--- src/rtl/fetch_pkg.sv ---
// Shared types and constants for the instruction fetch stage.
package fetch_pkg;
  localparam int ADDR_W_DEF  = 16;
  localparam int INSTR_W_DEF = 32;
  localparam int LAT_CNT_W   = 4;
  localparam logic [31:0] HALT_WORD = 32'hFFFF_FFFF;

  typedef enum logic [1:0] {IDLE, WAIT, VALID} state_e;
endpackage

--- src/rtl/fetch_pc_reg.sv ---
// Fetch address register: load, wrapping increment, async reset to RESET_PC.
module fetch_pc_reg #(
  parameter int               ADDR_W   = 16,
  parameter logic [ADDR_W-1:0] RESET_PC = '0
) (
  input  logic              clk,
  input  logic              rst_n,
  input  logic              load,
  input  logic [ADDR_W-1:0] load_value,
  input  logic              inc,
  output logic [ADDR_W-1:0] fetch_addr
);
  logic [ADDR_W-1:0] addr_q, addr_d;

  always_comb begin
    addr_d = addr_q;
    if (load)     addr_d = load_value;
    else if (inc) addr_d = addr_q + 1'b1;
  end

  always_ff @(posedge clk or negedge rst_n)
    if (!rst_n) addr_q <= RESET_PC;
    else        addr_q <= addr_d;

  assign fetch_addr = addr_q;
endmodule

--- src/rtl/instruction_fetch_unit.sv ---
// Fetch stage: owns fetch PC, waits MEM_LATENCY cycles, latches IR, valid/ack to decode.
// Optional halt detection on HALT_WORD when FETCH_HALT_DETECT_EN is defined.
module instruction_fetch_unit
  import fetch_pkg::*;
#(
  parameter int                ADDR_W      = ADDR_W_DEF,
  parameter int                INSTR_W     = INSTR_W_DEF,
  parameter int                MEM_LATENCY = 1,
  parameter logic [ADDR_W-1:0] RESET_PC    = '0
) (
  input  logic               clk,
  input  logic               rst_n,
  input  logic               fetch_req,
  input  logic               pc_load,
  input  logic [ADDR_W-1:0]  pc_load_value,
  output logic [ADDR_W-1:0]  inst_address,
  input  logic [INSTR_W-1:0] read_data,
  output logic [INSTR_W-1:0] instr,
  output logic               instr_valid,
  input  logic               instr_ack,
  output logic [ADDR_W-1:0]  pc,
  output logic [ADDR_W-1:0]  pc_plus1,
  output logic               busy
`ifdef FETCH_HALT_DETECT_EN
  ,
  output logic               halted
`endif
);
  localparam logic [LAT_CNT_W-1:0] LAT = LAT_CNT_W'(MEM_LATENCY);

  state_e               state_q, state_d;
  logic [LAT_CNT_W-1:0] cnt_q, cnt_d;
  logic [INSTR_W-1:0]   instr_q, instr_d;
  logic [ADDR_W-1:0]    pc_q, pc_d;
  logic                 valid_q, valid_d;
  logic                 fa_load, fa_inc;
  logic                 cap, halt_cap, halt_blk;

  fetch_pc_reg #(.ADDR_W(ADDR_W), .RESET_PC(RESET_PC)) u_pc_reg (
    .clk        (clk),
    .rst_n      (rst_n),
    .load       (fa_load),
    .load_value (pc_load_value),
    .inc        (fa_inc),
    .fetch_addr (inst_address)
  );

  // Capture edge: last wait cycle, not aborted by a redirect.
  assign cap = (state_q == WAIT) && !pc_load && (cnt_q == LAT_CNT_W'(1));

`ifdef FETCH_HALT_DETECT_EN
  logic halted_q, halted_d;
  assign halt_cap = (read_data == INSTR_W'(HALT_WORD));
  assign halt_blk = halted_q;
  assign halted_d = !pc_load && (halted_q || (cap && halt_cap));
  always_ff @(posedge clk or negedge rst_n)
    if (!rst_n) halted_q <= 1'b0;
    else        halted_q <= halted_d;
  assign halted = halted_q;
`else
  assign halt_cap = 1'b0;
  assign halt_blk = 1'b0;
`endif

  always_ff @(posedge clk or negedge rst_n)
    if (!rst_n) begin
      state_q <= IDLE;
      cnt_q   <= '0;
      instr_q <= '0;
      pc_q    <= RESET_PC;
      valid_q <= 1'b0;
    end else begin
      state_q <= state_d;
      cnt_q   <= cnt_d;
      instr_q <= instr_d;
      pc_q    <= pc_d;
      valid_q <= valid_d;
    end

  always_comb begin
    state_d = state_q;
    cnt_d   = cnt_q;
    instr_d = instr_q;
    pc_d    = pc_q;
    valid_d = valid_q;
    fa_load = 1'b0;
    fa_inc  = 1'b0;
    case (state_q)
      IDLE: begin
        if (pc_load) fa_load = 1'b1;
        else if (fetch_req && !halt_blk) begin
          state_d = WAIT;
          cnt_d   = LAT;
        end
      end
      WAIT: begin
        if (pc_load) begin
          fa_load = 1'b1;
          cnt_d   = '0;
          state_d = IDLE;
        end else if (cap) begin
          instr_d = read_data;
          pc_d    = inst_address;
          valid_d = 1'b1;
          fa_inc  = !halt_cap;
          cnt_d   = '0;
          state_d = VALID;
        end else cnt_d = cnt_q - 1'b1;
      end
      VALID: begin
        fa_load = pc_load;
        if (instr_ack) begin
          valid_d = 1'b0;
          state_d = IDLE;
          if (!pc_load && fetch_req && !halt_blk) begin
            state_d = WAIT;
            cnt_d   = LAT;
          end
        end
      end
      default: state_d = IDLE;
    endcase
  end

  always_comb begin
    busy        = (state_q == WAIT);
    instr       = instr_q;
    instr_valid = valid_q;
    pc          = pc_q;
    pc_plus1    = pc_q + 1'b1;
  end
endmodule

--- config.mk ---
export PLATFORM = sky130hd
export DESIGN_NAME = instruction_fetch_unit
export DESIGN_NICKNAME = d
export VERILOG_FILES = /design/src/rtl/fetch_pkg.sv /design/src/rtl/fetch_pc_reg.sv /design/src/rtl/instruction_fetch_unit.sv
export SDC_FILE = /design/constraint.sdc
export NUM_CORES = 1
export LEC_CHECK = 0
export CAP_MARGIN = 20
export CORE_MARGIN = 3
export CORE_UTILIZATION = 40
export CTS_CLUSTER_DIAMETER = 40
export CTS_CLUSTER_SIZE = 40
export DETAILED_ROUTE_END_ITERATION = 16
export PLACE_DENSITY_LB_ADDON = 0.25
export SLEW_MARGIN = 30
export SYNTH_ARGS = -nofsm -noshare
export SYNTH_HDL_FRONTEND = slang
export SYNTH_SLANG_ARGS = --single-unit
export TNS_END_PERCENT = 50
--- constraint.sdc ---
create_clock -name clk -period 1.8 [get_ports clk]
set_input_delay 0.18 -clock clk [delete_from_list [all_inputs] [get_ports clk]]
set_output_delay 0.18 -clock clk [all_outputs]
set_load 0.01 [all_outputs]
==> key figures <==
Run status
  • Status: finished with violations
  • Failing checks: negative setup slack

Setup path
  • R2R depth: 6
  • Crit. End Element: output port
  • Worst path arrival time: 1.67 ns
  • Worst path max stage delay: 0.35 ns
  • Cell mode on critical path: buf_4
  • Worst path slowest cell: dfrtp_1
  • Worst Path Max Fanout: 3
  • Reg2reg start: cnt_q[1]$_DFFE_PN0P_
  • Crit path buffers/inverters: 3
  • Reg-to-reg setup timing slack: -0.01 ns
  • Top delay family on crit path: buffers and inverters
  • Critical path type: reg -> out
  • Worst Path Required: 1.62 ns
  • Critical path cell sequence: buf_4 -> nand2_2 -> nor4_2 -> buf_4 -> nand3_4 -> xnor2_2 -> buf_2
  • Reg-to-Reg End: u_pc_reg.fetch_addr[12]$_DFFE_PN0P_
  • Startpoint Class: flop

Global routing
  • Via count of the first global-routing pass: 3384
  • Global-route layer with the greatest usage: met2
  • M2 GR Usage: 0.341
  • Grt ovf: 0
  • Met3 GRT Util: 0.0580
  • First-pass GRT wire length: 16.5 mm
  • M1 GR Usage: 0.273
  • Initial antenna violation count: 0
  • Gr usage total: 0.208
  • Pin count of the biggest net entering global routing: 44

Clocking
  • Clk pin slew, worst setup/hold paths: 0.09 ns
  • Worst-skew pair later-pin latency: 0.34 ns
  • CTS tree: built
  • H-tree depth: 3
  • Root buf cell: clkbuf_8
  • CTS buffer count: 9
  • CTS max path bufs: 2
  • Number of clock sinks: 71

Timing
  • Worst clock skew: 0.0112 ns
  • Period utilization: 1.03
  • Relative slew slack: 0.623
  • Slew @ Worst Pin: 0.566 ns
  • Fmax: 539 MHz
  • PnR worst setup slack: -0.0537 ns
  • Post-layout min period: 1.85 ns
  • RSZ-0062 raised after global routing: true
  • Pins Over Slew Limit: 0
  • Final setup viols: 6
  • Final hold vios: 0
  • Post-Route Setup TNS: -0.189 ns

Routing
  • Total Wirelength: 10.1 mm
  • 1st-iter DRT viols: 171
  • Routed vias: 3466
  • DR vias/cell: 5.02
  • Post-detailed-route wirelength per cell: 14.7 um
  • DR DRC count: 0
  • Drt pass-1 iters: 4
  • Antenna Violating Nets Remaining: 0

Floorplanning
  • I/O pin cnt: 135
  • Core area: 8260 um^2
  • Vert. Die Dim: 98.6 um
  • FP Rows: 33
  • Die width: 98.6 um
  • Die area: 9720 um^2
  • Initial core utilization: 0.415

Power
  • Leakage Power: 2.66 nW
  • Tot Pwr: 8.50 mW
  • P per Cell Area: 1510 nW/um^2
  • Maximum VDD drop: 855 uV

Worst hold path
  • Hold/Removal Path Class: in -> async

Placement
  • Placer Congestion: 0.807
  • DP Wirelength: 7.46 mm
  • I/O Buffers: 134
  • Placed Instances: 663
  • Place WS: -0.319 ns

Synthesis
  • Cells after Synth: 388
  • Synthesized area: 3430 um^2
  • Mean post-synth cell area: 8.84 um^2
  • Synthesized flop and latch total: 71
  • Syn nets: 445
  • Synth cell types: 44
  • Sequential-to-total area share from yosys stat: 0.518
  • Synth Warn #: 0

Final layout
  • Filler Cells Inserted: 681
  • Layout cells sized above 1: 0.212
  • Final Non-Filler Cells: 691
  • P&R area growth vs syn: 64.2%
  • Antenna Cells: 0
  • Nets: 638

Job
  • Max Cap Viol: 0
## what timing repair did
action                                  CTS  global route
hold buffers                              1             0
gates resized for setup                  49            31
endpoints found under the hold margin    71             0
endpoints found under the setup margin   30            27
setup buffers                             5             8
pin swaps                                10            15
## metrics by stage
step | hold WS (ns) | cell area, um^2 | utilization
floorplan | -0.116 | 3450 | -
global placement | -0.0272 | 5260 | 0.637
detailed placement | -0.0300 | 5260 | 0.637
CTS | 0.127 | 5530 | 0.670
global route | 0.148 | 5630 | 0.682
finish | 0.143 | 5630 | 0.682
## per-layer routing
layer  share of wire  wire, um  vias to the layer above
met5               0         0                        -
met4           0.014       144                        0
met3           0.070       709                       11
met2            0.50      5050                      115
met1            0.42      4230                     1657
li1                -         -                     1683
## synth_stat cells (all sizes together)
library cell  count  area share
and3              4      0.0073
ha                4       0.015
dfrtp            71        0.52
nor2b             3      0.0055
a21oi             4      0.0058
xor2              7       0.018
o211ai            4      0.0088
o22ai             2      0.0036
buf               7       0.013
a31oi             5      0.0091
o21ai            16       0.024
or3b              2      0.0051
a21boi            1      0.0022
nor4              3      0.0098
a31o              1      0.0026
nand3            19       0.031
or3               3      0.0058
or4               5       0.012
and4              1      0.0026
nor2             12       0.015
nor3              4      0.0058
nand4             7       0.017
o31ai             4      0.0088
clkbuf           11       0.012
a22oi             2      0.0044
nor3b             2      0.0091
a221o             2      0.0058
nand2           159        0.17
xnor2            11       0.028
and2              1      0.0018
a21bo             3      0.0088
o311ai            1      0.0026
inv               7      0.0077
## flip-flops by register name (all words and copies together) (netlist names)
| signal | flops |
|---|---|
| cnt_q | 4 |
| pc | 16 |
| instr | 32 |
| u_pc_reg.fetch_addr | 16 |
| state_q | 2 |
| instr_valid | 1 |
## worst max path at each step
| stage | slack [ns] | from | end | depth (start not counted) |
|---|---|---|---|---|
| CTS | -0.12 | pc[3]$_DFFE_PN0P_ | pc_plus1[13] | 6 |
| global placement | -0.23 | pc_load | u_pc_reg.fetch_addr[15]$_DFFE_PN0P_ | 6 |
| floorplan | -0.008 | cnt_q[1]$_DFFE_PN0P_ | u_pc_reg.fetch_addr[12]$_DFFE_PN0P_ | 7 |
| finish | -0.05 | pc[1]$_DFFE_PN0P_ | pc_plus1[13] | 7 |
| global route | -0.20 | pc[4]$_DFFE_PN0P_ | pc_plus1[14] | 6 |
| detailed placement | -0.32 | pc_load | u_pc_reg.fetch_addr[15]$_DFFE_PN0P_ | 6 |
## power breakdown
group          switching [mW]  internal [mW]  leakage [nW]
Sequential              0.477           2.21         0.883
Clock                   0.617          0.782         0.110
Combinational            2.04           2.37          1.67
Total                    3.13           5.37          2.66
## cell usage in the layout (no fill, tap or decap), types with 9 or more instances in the layout
| master | netlist | final |
|---|---|---|
| clkdlybuf4s50_1 | 0 | 114 |
| nand2_1 | 159 | 156 |
| o21ai_0 | 15 | 14 |
| nor2_1 | 11 | 11 |
| clkbuf_8 | 0 | 9 |
| nand3_1 | 17 | 14 |
| buf_2 | 5 | 9 |
| xnor2_1 | 11 | 10 |
| dfrtp_1 | 71 | 70 |
| buf_4 | 1 | 59 |
## final cells by class
class	instances	area (um^2)	area share
inverter	7	26.3	0.00467
multi-input combinational	292	1650	0.293
timing repair buffer	200	1830	0.324
sequential	71	1780	0.316
clock inverter	7	95.1	0.0169
clock buffer	9	124	0.0220
tap	105	131	0.0233
## kinds of logic (layout without fill, tap and decap cells)
| kind of cell | after synthesis | in the layout | share of synthesized area |
|---|---|---|---|
| AND/OR/NAND/NOR | 225 | 225 | 0.302 |
| flip-flops | 71 | 71 | 0.518 |
| AO/OA/AOI/OAI | 45 | 45 | 0.0868 |
| buffers and inverters | 25 | 223 | 0.0325 |
| XOR/XNOR | 18 | 18 | 0.0460 |
| adder cells (fa/ha/maj) | 4 | 4 | 0.0146 |
Power figures use the tool's default switching activity.
